[config.mk]
export PLATFORM = sky130hd
export DESIGN_NAME = wb_arbiter
export DESIGN_NICKNAME = d
export VERILOG_FILES = /design/src/rtl/wb_pkg.sv /design/src/rtl/wb_fifo.sv /design/src/rtl/wb_arbiter.sv
export SDC_FILE = /design/constraint.sdc
export NUM_CORES = 1
export LEC_CHECK = 0
export CAP_MARGIN = 10
export CORE_UTILIZATION = 55
export DETAILED_ROUTE_END_ITERATION = 16
export DONT_BUFFER_PORTS = 1
export PLACE_DENSITY = 0.73
export SLEW_MARGIN = 15
export SYNTH_ARGS = -nofsm -noshare
export SYNTH_HDL_FRONTEND = slang
export SYNTH_SLANG_ARGS = --single-unit
[constraint.sdc]
create_clock -name clk -period 2.26 [get_ports clk]
set_clock_uncertainty 0.2 [all_clocks]
set_input_delay 0.452 -clock clk [delete_from_list [all_inputs] [get_ports clk]]
set_output_delay 0.452 -clock clk [all_outputs]
set_load 0.005 [all_outputs]
[src/rtl/wb_pkg.sv]
// Shared types for the writeback arbiter: request layout, default sizing and grant encoding.
package wb_pkg;

    localparam int WB_PW    = 4;
    localparam int WB_DEPTH = 4;

    typedef struct packed {
        logic [WB_PW:0] addr;
        logic [7:0]     data;
    } wb_req_t;

    typedef enum logic [1:0] {
        G_NONE,
        G_ALU,
        G_FIFO
    } grant_e;

endpackage

[src/rtl/wb_fifo.sv]
// In-order circular buffer of load results; exposes every slot and its validity so the
// arbiter can report pending writes without walking the queue.
module wb_fifo #(
    parameter  int W     = 13,
    parameter  int DEPTH = 4,
    localparam int AW    = $clog2(DEPTH)
) (
    input  logic                      clk,
    input  logic                      reset,
    input  logic                      push,
    input  logic                      pop,
    input  logic [W-1:0]              din,
    output logic [W-1:0]              head,
    output logic [AW:0]               count,
    output logic                      full,
    output logic                      empty,
    output logic [DEPTH-1:0]          ent_valid,
    output logic [DEPTH-1:0][W-1:0]   ent_data
);

    logic [W-1:0]    mem [DEPTH];
    logic [AW-1:0]   rd_ptr;
    logic [AW-1:0]   wr_ptr;
    logic [AW-1:0]   off;
    logic            do_push;
    logic            do_pop;

    assign full    = (count == (AW+1)'(DEPTH));
    assign empty   = (count == '0);
    assign do_push = push && !full;
    assign do_pop  = pop && !empty;
    assign head    = mem[rd_ptr];

    // NOTE: sequential state uses non-blocking assignments so every flop samples pre-edge values.
    always_ff @(posedge clk) begin
        if (reset) begin
            rd_ptr <= '0;
            wr_ptr <= '0;
            count  <= '0;
        end else begin
            if (do_push) wr_ptr <= wr_ptr + 1'b1;
            if (do_pop)  rd_ptr <= rd_ptr + 1'b1;
            case ({do_push, do_pop})
                2'b10:   count <= count + 1'b1;
                2'b01:   count <= count - 1'b1;
                default: count <= count;
            endcase
        end
    end

    // NOTE: storage is not reset; a slot only matters while count says it is occupied.
    always_ff @(posedge clk) begin
        if (do_push) mem[wr_ptr] <= din;
    end

    // NOTE: every output of this block gets a default first, so no latch can be inferred.
    always_comb begin
        ent_valid = '0;
        ent_data  = '0;
        off       = '0;
        for (int i = 0; i < DEPTH; i++) begin
            off          = AW'(i) - rd_ptr;
            ent_valid[i] = ({1'b0, off} < count);
            ent_data[i]  = mem[i];
        end
    end

endmodule

[src/rtl/wb_arbiter.sv]
// Merges single-cycle ALU results and queued load results into one registered register-file
// write per cycle, and flags destinations that still have a write in flight.
module wb_arbiter
    import wb_pkg::*;
#(
    parameter int PW    = WB_PW,
    parameter int DEPTH = WB_DEPTH
) (
    input  logic          clk,
    input  logic          reset,
    input  logic          alu_valid,
    input  logic [PW:0]   alu_addr,
    input  logic [7:0]    alu_data,
    output logic          alu_ready,
    input  logic          mem_valid,
    input  logic [PW:0]   mem_addr,
    input  logic [7:0]    mem_data,
    output logic          mem_ready,
    output logic          wr_en,
    output logic [PW:0]   wr_addr,
    output logic [7:0]    dat_in,
    input  logic [PW:0]   chk_addr,
    output logic          pending,
    output logic          idle
);

    localparam int AW = $clog2(DEPTH);

    typedef struct packed {
        logic [PW:0] addr;
        logic [7:0]  data;
    } req_t;

    localparam int W = $bits(req_t);

    req_t                   head;
    req_t                   ent;
    logic [AW:0]            count;
    logic                   full;
    logic                   empty;
    logic [DEPTH-1:0]       ent_valid;
    logic [DEPTH-1:0][W-1:0] ent_data;
    grant_e                 grant;

    assign alu_ready = (count < (AW+1)'(DEPTH));
    assign mem_ready = (count < (AW+1)'(DEPTH));

    wb_fifo #(
        .W     (W),
        .DEPTH (DEPTH)
    ) u_fifo (
        .clk       (clk),
        .reset     (reset),
        .push      (mem_valid && mem_ready),
        .pop       (grant == G_FIFO),
        .din       ({mem_addr, mem_data}),
        .head      (head),
        .count     (count),
        .full      (full),
        .empty     (empty),
        .ent_valid (ent_valid),
        .ent_data  (ent_data)
    );

    // A full queue preempts the ALU so load latency stays bounded.
    always_comb begin
        grant = G_NONE;
        if (full)           grant = G_FIFO;
        else if (alu_valid) grant = G_ALU;
        else if (!empty)    grant = G_FIFO;
    end

    always_ff @(posedge clk) begin
        if (reset) begin
            wr_en   <= 1'b0;
            wr_addr <= '0;
            dat_in  <= '0;
        end else begin
            wr_en <= (grant != G_NONE);
            case (grant)
                G_ALU: begin
                    wr_addr <= alu_addr;
                    dat_in  <= alu_data;
                end
                G_FIFO: begin
                    wr_addr <= head.addr;
                    dat_in  <= head.data;
                end
                default: ;
            endcase
        end
    end

    always_comb begin
        pending = wr_en && (wr_addr == chk_addr);
        ent     = '0;
        for (int i = 0; i < DEPTH; i++) begin
            ent = req_t'(ent_data[i]);
            if (ent_valid[i] && (ent.addr == chk_addr)) pending = 1'b1;
        end
    end

    assign idle = empty && !wr_en;

endmodule

==> run_results.csv <==
group,metric,value,unit
pwr,power,4.823,mW
cts,cts_made_buffers,9,
detailed_routing,wire_per_inst,19.48,um
detailed_routing,dr_total_vias,2063,
detailed_routing,remaining_drc_errors,0,
global_routing,grt_max_degree,27,
timing,slew_headroom,43.24,%
place,gp_congestion,0.8330,
finish,multiInputGateArea,1340,um2
floorplan,dieArea,6534,um2
floorplan,die_h,80.84,um
pwr,clockPowerShare,18.3,%
floorplan,io_pins,53,
finish,drive_above_1_share,20.71,%
synthesis,yosysSeqAreaShare,59.15,%
timing,slew_violations,0,
setup_path,max_stage_delay,370,ps
cts,clock_path_buffers,2,
floorplan,rows,28,
timing,fin_crit_sh,102.7,%
timing,rsz0062_at_grt,"true",
detailed_routing,routed_wl,6916,um
detailed_routing,dr.first_iter.drc_count,129,
detailed_routing,postRouteAntennaNets,0,
cts,cts_tree,"done",
finish,regArea,2036,um2
place,numPortBuffers,0,
pwr,p_sw_share,36.13,%
detailed_routing,routed_via_density,5.811,
pwr,p_leak,1.413,nW
synthesis,synth.net_count,298,
detailed_routing,firstDrtPassIters,4,
floorplan,die_w,80.84,um
outcome,status,"complete, but fails checks",
pwr,seq_power_share,40.8,%
synthesis,synth_ff_type,"edfxtp_1",
timing,hold_violations,0,
flow_run,maxCapViolations,0,
place,hpwl,4895,um
synthesis,synth_edf_count,52,
synthesis,ys_async_sr_fraction,0,%
synthesis,yosys.area.top_type,"edfxtp_1",
setup_path,start_kind,"flop",
finish,nFillCells,430,
synthesis,synth_top_area_share,45.68,%
finish,stdcell_area,3986,um2
timing,finalSetupViolCount,1,
synthesis,synth.cell_area,3418,um2
setup_path,cp_data_required_time,1610,ps
synthesis,synth_common_cells,"52 x edfxtp_1, 28 x nand2_1, 24 x xor2_1",
cts,root_buffer,"clkbuf_8",
timing,worstMarginPinSlew,848.7,ps
setup_path,crit_path_end_kind,"output pin",
pwr,power_density,1210,nW/um2
timing,fmax,430.8,MHz
outcome,violations,"setup timing",
setup_path,cp_cell_sequence,"xnor2_4, buf_6, ha_4, a221oi_2, a21oi_1, nand3_1",
synthesis,synth_most_common_cell,"edfxtp_1",
synthesis,synth-seq-cells,75,
setup_path,cp_slowest_cell,"dfxtp_4",
floorplan,initial_utilization,57.39,%
global_routing,grt_pass1_wl,10710,um
global_routing,antenna_found_initial,0,
finish,fin_cells,355,
synthesis,synthesis.area_per_instance,13.56,um2
setup_path,path_max_fanout,3,
pwr,p_int,3.081,mW
pwr,comb_power_share,40.8,%
synthesis,synth_cell_types,35,
hold_path,worstHoldPathType,"input pin to flop",
pwr,power.switching,1.742,mW
cts,clock-sinks,75,
setup_path,arrival,1670,ps
global_routing,grt_pass1_vias,2071,
global_routing,grt-ovfl-total,0,
place,dp_cells,324,
cts,cts.clk_slew.worst_paths,80,ps
timing,layout_min_cycle_time,2321,ps
cts,htreeDepth,3,
place,postPlaceCellArea,3587,um2
cts,clock_latency,340,ps
global_routing,grtUsageTotal,23.46,%
synthesis,synth-warning-count,0,
finish,diodes,0,
synthesis,netlist_top_cells_area,"edfxtp_1 46%, dfxtp_1 13%, xor2_1 6.1%",
floorplan,core,5956,um2
finish,syn2layout_area_growth,16.62,%
setup_path,critPathKind,"flop to output pin",
finish,final_core_util,66.93,%
timing,fin_ws,-61.44,ps
pwr,ir_worst_vdd,1040,uV
finish,nNetsFinal,321,
synthesis,synthCells,252,
timing repair:
action	CTS	global route
pin swaps	6	5
buffers inserted	2	0
hold endpoints to repair	70	0
hold buffers	13	0
setup endpoints to repair	1	1
resized for setup	15	5
cell type report:
| class | count | area share [%] |
|---|---|---|
| flip-flops and latches | 75 | 51.07 |
| clock inverters | 6 | 1.004 |
| repair buffers | 30 | 7.815 |
| well taps | 75 | 2.354 |
| inverters | 10 | 0.9416 |
| clock buffers | 10 | 3.201 |
| multi-input cells | 149 | 33.62 |
metrics by stage:
step / hold WS [ps] / setup WS (ps) / TNS (ps)
after floorplan: 271.4 / 24.36 / 0
after global placement: 281.1 / 153.2 / 0
after detailed placement: 288.0 / 83.60 / 0
after CTS: 3.317 / -72.30 / -72.30
after global routing: 3.673 / -110.1 / -110.1
final: 17.72 / -61.44 / -61.44
flip-flops by register name, summed over array words and instances, names as in the netlist, named ones only:
register and cells:
u_fifo.count 3, u_fifo.mem 52, u_fifo.rd_ptr 2, dat_in 8
wr_en 1, u_fifo.wr_ptr 2, wr_addr 5
placed cells by master, fill, tap and decap left out, types with 2 or more instances in the layout:
cell           count
xnor2_1            6
clkbuf_8           9
buf_12             4
a21oi_1            5
dfxtp_1           18
edfxtp_1          52
nand2_1           28
mux4_2             6
nor2_1            23
o21ai_0            2
nor4_1             4
mux4_1             7
clkinv_2           3
dfxtp_2            2
ha_4               3
inv_1              6
a311oi_1          13
dlygate4sd3_1     13
buf_4             12
xor2_1            24
a221oi_2           2
ha_1               7
inv_2              4
and2_1             4
dfxtp_4            3
final timing paths:
check,from,end,slack (ps),cells past startpoint
setup / recovery,u_fifo.rd_ptr[1],pending,-60,6
setup reg to reg,u_fifo.count[0],u_fifo.count[2],80,10
hold / removal,mem_addr[3],u_fifo.mem[0][11],20,0
hold reg to reg,dat_in[1],dat_in[1],300,2
critical path: cells and delay by family (launching register included):
family	cells	cell delay, ps
flops	1	370
compound gates	2	340
xor+xnor	1	190
fa+ha+maj	1	190
buf+inv	1	130
simple gates	1	120
routing by layer:
layer | track usage (%) | up-vias | part of all wire [%]
met1 | 29.53 | 1016 | 42
met5 | 0 | - | 0
li1 | - | 967 | -
met3 | 5.618 | 15 | 7.2
met2 | 38.15 | 65 | 49
met4 | 11.25 | 0 | 2.5
power groups by stage:
stage	sequential (mW)	clock (mW)	combinational (mW)
2_1_floorplan	1.91	0	1.34
3_3_place_gp	1.98	0	1.71
3_5_place_dp	1.99	0	1.77
4_1_cts	1.96	0.896	1.94
5_1_grt	2.00	0.951	2.17
6_report	1.97	0.885	1.97
cells by family (layout without fill, tap and decap cells):
| kind of cell | count (synthesis) | in the layout | synth area share (%) |
|---|---|---|---|
| multiplexers | 13 | 13 | 9.334 |
| XOR/XNOR | 31 | 31 | 7.943 |
| buffers and inverters | 28 | 56 | 4.099 |
| AND/OR/NAND/NOR | 65 | 65 | 8.089 |
| adder cells (fa/ha/maj) | 11 | 11 | 4.246 |
| AO/OA/AOI/OAI | 29 | 29 | 7.138 |
| flip-flops | 75 | 75 | 59.15 |
Power figures use the tool's default switching activity.
